`config.mk`:
```
export PLATFORM = sky130hd
export DESIGN_NAME = keyseq_recorder_ctrl
export DESIGN_NICKNAME = d
export VERILOG_FILES = /design/src/rtl/keyseq_recorder_ctrl_pkg.sv /design/src/rtl/keyseq_recorder_ctrl_rec_ram.sv /design/src/rtl/keyseq_recorder_ctrl.sv
export SDC_FILE = /design/constraint.sdc
export NUM_CORES = 2
export LEC_CHECK = 0
export ABC_AREA = 0
export BUFFER_PORTS_ARGS = -buffer_cell sky130_fd_sc_hd__buf_2
export CORE_AREA = 4 4 526 528
export CTS_BUF_LIST = sky130_fd_sc_hd__clkbuf_4
export CTS_CLUSTER_SIZE = 10
export DETAILED_ROUTE_END_ITERATION = 10
export DIE_AREA = 0 0 530 532
export PLACE_DENSITY = 0.61
export RECOVER_POWER = 25
export SETUP_SLACK_MARGIN = 0.15
export SLEW_MARGIN = 10
export SYNTH_ARGS = -nofsm -noshare
export SYNTH_HDL_FRONTEND = slang
export SYNTH_HIERARCHICAL = 1
export SYNTH_SLANG_ARGS = --single-unit
```
`constraint.sdc`:
```
create_clock -name clock -period 14.53 [get_ports clock]
set_input_delay 0 -clock clock [delete_from_list [all_inputs] [get_ports clock]]
set_output_delay 0 -clock clock [all_outputs]
set_load 0.05 [all_outputs]
```
`src/rtl/keyseq_recorder_ctrl_pkg.sv`:
```
// Shared types for the key-sequence recorder: mode encodings, key width, controller states.
// Pure declarations; no latency and no flow control.
package keyseq_recorder_ctrl_pkg;

   localparam int KEY_W = 4;

   localparam logic [1:0] MODE_IDLE = 2'b00;
   localparam logic [1:0] MODE_REC  = 2'b01;
   localparam logic [1:0] MODE_PLAY = 2'b10;

   typedef enum logic [1:0] {
      ST_IDLE,
      ST_RECORD,
      ST_LOAD,
      ST_PLAY
   } state_e;

   function automatic logic [1:0] mode_of(state_e st);
      logic [1:0] m;
      m = MODE_IDLE;
      case (st)
         ST_RECORD:        m = MODE_REC;
         ST_LOAD, ST_PLAY: m = MODE_PLAY;
         default:          m = MODE_IDLE;
      endcase
      return m;
   endfunction

endpackage

```
`src/rtl/keyseq_recorder_ctrl_rec_ram.sv`:
```
// Single-port recording RAM, read-before-write; rd_dat is valid 1 cycle after addr.
// No backpressure: one access per cycle, caller arbitrates the port.
module keyseq_recorder_ctrl_rec_ram #(
   parameter int DEPTH  = 256,
   parameter int ADDR_W = 8,
   parameter int DATA_W = 12
) (
   input  logic              clock,
   input  logic              we,
   input  logic [ADDR_W-1:0] addr,
   input  logic [DATA_W-1:0] wr_dat,
   output logic [DATA_W-1:0] rd_dat
);

   logic [DATA_W-1:0] mem [DEPTH];
   logic [DATA_W-1:0] rd_dat_q;

   always_ff @(posedge clock) begin
      if (we) begin
         mem[addr] <= wr_dat;
      end
      rd_dat_q <= mem[addr];
   end

   assign rd_dat = rd_dat_q;

endmodule

```
`src/rtl/keyseq_recorder_ctrl.sv`:
```
// Record/playback sequencer: run-length encodes the key bank per tick, replays it to keys_out.
// keys_out is registered (1 cycle); no backpressure, go/play are single-cycle pulses.
module keyseq_recorder_ctrl
   import keyseq_recorder_ctrl_pkg::*;
#(
   parameter int TICK_DIV = 500000,
   parameter int DEPTH    = 256,
   parameter int ADDR_W   = 8,
   parameter int DUR_W    = 8
) (
   input  logic             clock,
   input  logic             reset,
   input  logic             go,
   input  logic             play,
   input  logic [KEY_W-1:0] keys_in,
   output logic [KEY_W-1:0] keys_out,
   output logic [1:0]       mode,
   output logic [ADDR_W:0]  count,
   output logic             full
);

   localparam int CTR_W = (TICK_DIV > 1) ? $clog2(TICK_DIV) : 1;
   localparam int PTR_W = ADDR_W + 1;
   localparam int ENT_W = KEY_W + DUR_W;

   localparam logic [CTR_W-1:0] CTR_LAST = CTR_W'(TICK_DIV - 1);
   localparam logic [CTR_W-1:0] CTR_ONE  = CTR_W'(1);
   localparam logic [PTR_W-1:0] PTR_ONE  = PTR_W'(1);
   localparam logic [PTR_W-1:0] DEPTH_C  = PTR_W'(DEPTH);
   localparam logic [DUR_W-1:0] RUN_MAX  = '1;
   localparam logic [DUR_W-1:0] DUR_ONE  = DUR_W'(1);

   state_e           st_q, st_d;
   logic [CTR_W-1:0] ctr_q, ctr_d;
   logic [PTR_W-1:0] wr_ptr_q, wr_ptr_d;
   logic [PTR_W-1:0] rd_ptr_q, rd_ptr_d;
   logic [PTR_W-1:0] count_q, count_d;
   logic [KEY_W-1:0] cur_q, cur_d;
   logic [KEY_W-1:0] keys_out_q, keys_out_d;
   logic [DUR_W-1:0] run_q, run_d;
   logic [DUR_W-1:0] remain_q, remain_d;
   logic             full_q, full_d;
   logic             stop_pend_q, stop_pend_d;
   logic [1:0]       mode_q, mode_d;

   logic              tick;
   logic              ram_we;
   logic [ADDR_W-1:0] ram_addr;
   logic [ENT_W-1:0]  ram_wdat;
   logic [ENT_W-1:0]  ram_rdat;

   always_comb begin
      st_d        = st_q;
      ctr_d       = ctr_q;
      wr_ptr_d    = wr_ptr_q;
      rd_ptr_d    = rd_ptr_q;
      count_d     = count_q;
      cur_d       = cur_q;
      run_d       = run_q;
      remain_d    = remain_q;
      keys_out_d  = keys_out_q;
      full_d      = full_q;
      stop_pend_d = 1'b0;
      ram_we      = 1'b0;
      ram_wdat    = {cur_q, run_q};
      tick        = (ctr_q == CTR_LAST);

      case (st_q)
         ST_IDLE: begin
            ctr_d      = '0;
            keys_out_d = keys_in;
            if (go) begin
               st_d     = ST_RECORD;
               wr_ptr_d = '0;
               count_d  = '0;
               full_d   = 1'b0;
               cur_d    = keys_in;
               run_d    = '0;
            end else if (play && (count_q != '0)) begin
               st_d     = ST_LOAD;
               rd_ptr_d = '0;
            end
         end

         ST_RECORD: begin
            keys_out_d = keys_in;
            ctr_d      = tick ? '0 : ctr_q + CTR_ONE;
            if (tick) begin
               // The RAM port belongs to the tick this cycle; a stop is flushed next cycle.
               stop_pend_d = go | play;
               if ((keys_in == cur_q) && (run_q != RUN_MAX)) begin
                  run_d = run_q + DUR_ONE;
               end else begin
                  if (run_q != '0) begin
                     ram_we   = 1'b1;
                     wr_ptr_d = wr_ptr_q + PTR_ONE;
                     if (wr_ptr_d == DEPTH_C) begin
                        st_d        = ST_IDLE;
                        count_d     = DEPTH_C;
                        full_d      = 1'b1;
                        stop_pend_d = 1'b0;
                     end
                  end
                  cur_d = keys_in;
                  run_d = DUR_ONE;
               end
            end else if (go || play || stop_pend_q) begin
               if (run_q != '0) begin
                  ram_we  = 1'b1;
                  count_d = wr_ptr_q + PTR_ONE;
               end else begin
                  count_d = wr_ptr_q;
               end
               full_d = (count_d == DEPTH_C);
               st_d   = ST_IDLE;
            end
         end

         // The read was launched with rd_ptr_d on the way in, so the entry is on ram_rdat here.
         // The tick counter is frozen so every entry plays for exactly dur * TICK_DIV cycles.
         ST_LOAD: begin
            if (go || play) begin
               st_d       = ST_IDLE;
               keys_out_d = '0;
            end else begin
               st_d       = ST_PLAY;
               keys_out_d = ram_rdat[ENT_W-1 -: KEY_W];
               remain_d   = ram_rdat[DUR_W-1:0];
            end
         end

         ST_PLAY: begin
            ctr_d = tick ? '0 : ctr_q + CTR_ONE;
            if (go || play) begin
               st_d       = ST_IDLE;
               keys_out_d = '0;
            end else if (tick) begin
               remain_d = remain_q - DUR_ONE;
               if (remain_q == DUR_ONE) begin
                  if ((rd_ptr_q + PTR_ONE) == count_q) begin
                     st_d       = ST_IDLE;
                     keys_out_d = '0;
                  end else begin
                     rd_ptr_d = rd_ptr_q + PTR_ONE;
                     st_d     = ST_LOAD;
                  end
               end
            end
         end

         default: st_d = ST_IDLE;
      endcase

      mode_d = mode_of(st_d);
   end

   assign ram_addr = ram_we ? wr_ptr_q[ADDR_W-1:0] : rd_ptr_d[ADDR_W-1:0];

   always_ff @(posedge clock) begin
      if (reset) begin
         st_q        <= ST_IDLE;
         ctr_q       <= '0;
         wr_ptr_q    <= '0;
         rd_ptr_q    <= '0;
         count_q     <= '0;
         cur_q       <= '0;
         run_q       <= '0;
         remain_q    <= '0;
         keys_out_q  <= '0;
         full_q      <= 1'b0;
         stop_pend_q <= 1'b0;
         mode_q      <= MODE_IDLE;
      end else begin
         st_q        <= st_d;
         ctr_q       <= ctr_d;
         wr_ptr_q    <= wr_ptr_d;
         rd_ptr_q    <= rd_ptr_d;
         count_q     <= count_d;
         cur_q       <= cur_d;
         run_q       <= run_d;
         remain_q    <= remain_d;
         keys_out_q  <= keys_out_d;
         full_q      <= full_d;
         stop_pend_q <= stop_pend_d;
         mode_q      <= mode_d;
      end
   end

   keyseq_recorder_ctrl_rec_ram #(
      .DEPTH  (DEPTH),
      .ADDR_W (ADDR_W),
      .DATA_W (ENT_W)
   ) u_ram (
      .clock  (clock),
      .we     (ram_we),
      .addr   (ram_addr),
      .wr_dat (ram_wdat),
      .rd_dat (ram_rdat)
   );

   assign keys_out = keys_out_q;
   assign mode     = mode_q;
   assign count    = count_q;
   assign full     = full_q;

endmodule
```
# [Word-level counts from Yosys, hierarchy flattened]
# Memories as Yosys holds them, arrays and structs flattened. A register that Yosys moved wholly into a read port is not among the register bits.
# Index checks and enable logic that the tools add are counted.
[totals] regBits=76 latch_bits=0 mem_bits_rw=3072 mem_bits_ro=0 inputBits=8 out_inout_bits=16 elab_cells=146 n_memories=1
[op_classes] addsub=5 multipliers=0 div_mod_pow=0 magnitude_cmp=0 n_eq_ne=30 shifts=0 mux=73 n_bitwise=3 n_reduce_logical=21
[memory_table] name="u_ram.mem" depth=256 width=12 rd=1 rd_clocked_by_memory_dff=1 write_ports=1 line="keyseq_recorder_ctrl_rec_ram.sv:15" text="logic [DATA_W-1:0] mem [DEPTH];"
[ops] op="9-bit two-way mux" n=18
[ops] op="8-bit two-way mux" n=7
[ops] op="9-bit one-hot mux with 2 select lines" n=3
[ops] op="19-bit one-hot mux with 2 select lines" n=1
[ops] op="4-bit two-way mux" n=8
[ops] op="8-bit one-hot mux with 2 select lines" n=2
[ops] op="2-bit two-way mux" n=12
[ops] op="3-bit != test (second input constant)" n=7
[ops] op="2-bit != test (second input constant)" n=10
[ops] op="19-bit by 1-bit adder with 19-bit output (second input constant)" n=1
[ops] op="19-bit equality test (second input constant)" n=1
[ops] op="19-bit two-way mux" n=1
[ops] op="9-bit by 1-bit adder with 9-bit output (second input constant)" n=2
[ops] op="9-bit equality test (second input constant)" n=2
[ops] op="1-bit two-way mux" n=16
[ops] op="4-bit one-hot mux with 3 select lines" n=1
[ops] op="9-bit equality test" n=1
[ops] op="9-bit nonzero test" n=1
[ops] op="8-bit by 1-bit adder with 8-bit output (second input constant)" n=1
[ops] op="2-bit equality test (second input constant)" n=4
[ops] op="8-bit by 1-bit equality test with 1-bit output (second input constant)" n=1
[ops] op="8-bit != test (second input constant)" n=1
[ops] op="2-bit one-hot mux with 4 select lines" n=1
[ops] op="4-bit one-hot mux with 2 select lines" n=1
[ops] op="other kinds (18)" n=29

# [Logic depth before layout (Yosys ltp)]
[logic_depth] word_depth=10 depth_mapped=19 depth_no_buf=14

# [Modules after synthesis]
# The synthesis kept the hierarchy.
[modules_own_cells] module="keyseq_recorder_ctrl_rec_ram" n_inst=1 cells_per_inst=5137 area_each_um2=116844.6 seq_area_each_um2=92488.7
[modules_own_cells] module="keyseq_recorder_ctrl" n_inst=1 cells_per_inst=616 area_each_um2=4843.4 seq_area_each_um2=1521.5

# [Least setup slack after synthesis]
# Ideal clock, no wire load.
[synth_timing] path_kind="reg-to-reg" start="register run_q[0]" end="memory u_ram.mem[112][0], enable pin" arrival_time_ns=7.602 required_ns=14.150 slack_ns=6.548 stages_incl_launch_ff=17 period_less_slack_ns=7.982 cell_sequence="dfxtp_1 inv_1 ha_1 nor4b_1 nand2_1 clkbuf_1 o2111ai_1 buf_2 and3_1 a211o_1 buf_2 nor2_1 clkbuf_1 clkbuf_1 nand3_1 clkbuf_1 nor2_1"
[synth_rtl] element="start: declaration" line="keyseq_recorder_ctrl.sv:40" text="logic [DUR_W-1:0] run_q, run_d;"
[synth_rtl] element="start signal: assignment" line="keyseq_recorder_ctrl.sv:180" text="run_q <= run_d;"
[synth_rtl] element="8-bit nonzero test / 8-bit != test (equally long branches)" line="keyseq_recorder_ctrl.sv:94, keyseq_recorder_ctrl.sv:108, keyseq_recorder_ctrl.sv:91"
[synth_rtl] element="1-bit two-way mux / 1-bit logical AND (equally long branches)" line="keyseq_recorder_ctrl.sv:94, keyseq_recorder_ctrl.sv:108, keyseq_recorder_ctrl.sv:91"
[synth_rtl] element="1-bit two-way mux (on tied branches)" line="keyseq_recorder_ctrl.sv:107, keyseq_recorder_ctrl.sv:91"
[synth_rtl] element="1-bit two-way mux (*)" line="keyseq_recorder_ctrl.sv:88" text="if (tick) begin"
[synth_rtl] element="1-bit two-way mux (*)" line="keyseq_recorder_ctrl.sv:68" text="case (st_q)"
[synth_rtl] element="8-bit two-way mux (*)" line="keyseq_recorder_ctrl.sv:157" text="assign ram_addr = ram_we ? wr_ptr_q[ADDR_W-1:0] : rd_ptr_d[ADDR_W-1:0];"
[synth_rtl] element="via ram_addr[2]" line="keyseq_recorder_ctrl.sv:48" text="logic [ADDR_W-1:0] ram_addr;"
[synth_rtl] element="end: declaration" line="keyseq_recorder_ctrl_rec_ram.sv:15"
# Mark *: on every way through the listed nets, which the timed path passes. The rest lies on a longest branch.

# [Final worst setup path]
[layout_timing] start="register run_q[1]" end="register u_ram.rd_dat_q[6], in the netlist u_ram/rd_dat[6], read port of u_ram.mem"
[layout_between] elab_chain_cells=6
[layout_lines] element="8-bit nonzero test / 8-bit != test (equally long branches)" line="keyseq_recorder_ctrl.sv:94, keyseq_recorder_ctrl.sv:108, keyseq_recorder_ctrl.sv:91"
[layout_lines] element="1-bit two-way mux / 1-bit logical AND (equally long branches)" line="keyseq_recorder_ctrl.sv:94, keyseq_recorder_ctrl.sv:108, keyseq_recorder_ctrl.sv:91"
[layout_lines] element="1-bit two-way mux (on tied branches)" line="keyseq_recorder_ctrl.sv:107, keyseq_recorder_ctrl.sv:91"
[layout_lines] element="1-bit two-way mux (*)" line="keyseq_recorder_ctrl.sv:88"
[layout_lines] element="1-bit two-way mux (*)" line="keyseq_recorder_ctrl.sv:68"
[layout_lines] element="8-bit two-way mux (*)" line="keyseq_recorder_ctrl.sv:157"
[layout_lines] element="via ram_addr[0]" line="keyseq_recorder_ctrl.sv:48"
[layout_lines] element="end: declaration" line="keyseq_recorder_ctrl_rec_ram.sv:16" text="logic [DATA_W-1:0] rd_dat_q;"
# Marked as above.
# A chain may end at the register's enable or synchronous reset.

==> run metrics <==
status=complete, but fails checks; violated checks=max-capacitance violations, max-slew violations; initial antenna violation count=8; r2r setup slk=3.42 ns; hpwl dp=180.5 mm; die width=530 um; TritonCTS clock tree=yes; post-route clock period utilization=76.48%; Top FF cell, synth=edfxtp_1; FMAX=0.08999 GHz; Slew Limit Fails=1396; max_slew headroom=-611.8%; CP delay by family, top=buffers and inverters; Max clock buf depth=4; kind of critical path=flop to flop; Post-synth EDFFs=3072; setup_tns=0 ns; # clock sinks=3160; Antenna Nets Post-Route=0; Synth cell types=76; share of layout cells above drive strength 1=33.81%; row cnt=192; power per cell area=125.1 nW/um2; final global-route overflow total=0; GPL Wtd Cong=0.8166; cell breakdown of the critical path=buf_4, inv_1, ha_1, nor4b_1, nand2_1, o2111ai_1, inv_1, nand2_1, o31ai_4, buf_12, buf_4, buf_12, mux4_2, a22oi_1, a21oi_1, o41ai_1, buf_4, nand4_1; die area=282000 um2; Pre-antenna DRT Iters=6; synthesis-to-finish area growth=13.05%; Mapped Nets=5773; Synth Instances=5753; reg-to-reg startpoint=run_q[1]; crit path capture type=flop; Slowest cell on crit path=dfxtp_1; post-DR vias/cell=5.972; number of global-route vias before repair=65040; leakage=46.84 nW; ys async rst share=0%; htree depth=6; worst-margin pin slew=10.68 ns; Core Region=272400 um2; Final Hold Viols=0; DRC=0; Min Clock Period, post-route=11.11 ns; post-synthesis sequential area ratio=77.26%; Root Driver=clkbuf_4; CP arrival=12.34 ns; Worst EP required=15.76 ns; Post-Route WL=314.2 mm; worst ir drop on vdd=0.07435 mV; first-pass GRT wire length=456.1 mm; synthesized area=121700 um2; most frequent cells in the layout=3072 x edfxtp_1, 1122 x clkbuf_4, 768 x mux4_2; WP buf/inv=7; YS warnings=6; largest net degree at the start of global routing=217; hold_sp=reset; Final Net Count=6558; max-cap viol count=16; syn_area_per_cell=21.15 um2; post-CTS sizing=0; crit-path max FO=99; Avg WL per Cell=29.38 um; CTS Buf Count=775; CP peak stage delay=2.17 ns; skew final=0.1853 ns; Setup WS post-layout=3.417 ns; utilization after layout=50.50%; Die Height=532 um; RSZ-0062 raised after global routing=no; most used cell, CP=buf_4; Hold Path Class=input pin to flop; Pwr Total=17.20 mW; register bit total from synthesis=3160; later-pin clock latency in the skew report=1.45 ns; effective utilization at floorplan=44.67%; vias=63860; commonest non-fill, non-tap cell in the layout=edfxtp_1; port bufs=23; clk slew on worst S/H paths=0.08 ns; crit start category=flop; Worst Setup SP=run_q[1]; pre-CTS setup slack=4.758 ns; I/O Pins=24; iteration-0 DRC count of the detailed router=7543; Final Setup Violations=0; Total GRT Usage=22.07%
[repair_timing]
item	CTS	global route
hold buffers	26	0
buffers inserted	0	0
endpoints found under the hold margin	76	0
[per-layer routing]
| layer | global-route usage (%) | share of wire (%) | up-vias | wire length [um] |
|---|---|---|---|---|
| met3 | 4.928 | 8.9 | 432 | 27930 |
| met1 | 31.22 | 41 | 33840 | 127300 |
| met2 | 34.38 | 48 | 3179 | 150900 |
| met5 | 0 | 0.0041 | - | 13 |
| met4 | 7.063 | 2.6 | 2 | 8119 |
| li1 | - | - | 26400 | - |
[state kept, by name, summed over array words and instances (netlist names)]
register,count
u_ram/mem,3072
ctr_q,19
u_ram/rd_dat,12
count,9
rd_ptr_q,9
wr_ptr_q,9
remain_q,8
run_q,8
cur_q,4
keys_out,4
mode,2
st_q,2
full,1
stop_pend_q,1
[cell type report]
cell class | instances | area, um2
fillers | 21990 | 134900
flip-flops and latches | 3160 | 94010
multi-input cells | 2217 | 26500
clock buffers | 1122 | 8423
well taps | 3589 | 4491
repair buffers | 367 | 2858
clock inverters | 218 | 1206
inverters | 17 | 63.81
diodes | 4 | 10.01
[logic make-up after synthesis]
family          synth area share, %
flops                         77.26
simple gates                  2.309
mux                           14.35
xor+xnor                     0.3290
buf+inv                       1.322
compound gates                4.306
fa+ha+maj                    0.1234
[power by group]
part	switching, mW	internal (mW)	leakage, nW
logic	0.0849	0.0171	7.97
clock network	3.45	3.70	5.73
registers	0.0184	9.93	33.1
total	3.56	13.6	46.8
[through the flow]
stage	hold slack (ns)	area [um2]	cells
after floorplan	0.1472	121700	5753
after detailed placement	0.3429	127700	9323
after global placement	0.3385	127700	9321
final	0.2917	137600	10690
after global routing	0.2632	137600	10690
after CTS	0.07775	137600	10690
[path summary, 6_finish.rpt]
kind | end | cells after the start
max | u_ram/rd_dat[6] | 18
min | ctr_q[1] | 5
max reg2reg | u_ram/rd_dat[6] | 18
min reg2reg | full | 2
[tightest hold or removal path, delay by kind of cell]
kind | cells | cell delay, ns
AND/OR/NAND/NOR | 1 | 0.10
buffers and inverters | 4 | 1.57
[synthesized netlist by cell type (5+ instances only)]
| cell type | n | share of area (%) |
|---|---|---|
| clkbuf_1 | 227 | 0.70 |
| edfxtp_1 | 3072 | 76 |
| nor3_1 | 45 | 0.19 |
| nand4_1 | 27 | 0.14 |
| a21oi_1 | 234 | 0.96 |
| a22oi_1 | 385 | 2.4 |
| or3_1 | 7 | 0.036 |
| nand3_1 | 33 | 0.14 |
| nor4_1 | 10 | 0.051 |
| dfxtp_1 | 88 | 1.4 |
| and3_1 | 11 | 0.057 |
| nor2b_1 | 9 | 0.046 |
| ha_1 | 12 | 0.12 |
| a31oi_1 | 13 | 0.067 |
| nor3b_1 | 8 | 0.049 |
| buf_1 | 27 | 0.083 |
| xor2_1 | 21 | 0.15 |
| xnor2_1 | 22 | 0.16 |
| or4_1 | 5 | 0.031 |
| and2_1 | 8 | 0.041 |
| mux4_2 | 768 | 14 |
| buf_4 | 14 | 0.086 |
| or2_2 | 7 | 0.036 |
| buf_2 | 86 | 0.35 |
| a211oi_1 | 9 | 0.056 |
| buf_6 | 5 | 0.046 |
| o21ai_0 | 22 | 0.090 |
| nand2b_1 | 18 | 0.093 |
| mux2i_1 | 16 | 0.13 |
| inv_1 | 17 | 0.052 |
| o211ai_1 | 6 | 0.037 |
| nor2_1 | 320 | 0.99 |
| a21o_1 | 5 | 0.031 |
| o41ai_1 | 49 | 0.35 |
| nand2_1 | 78 | 0.24 |
No activity file was read; power rests on OpenSTA's default activity.
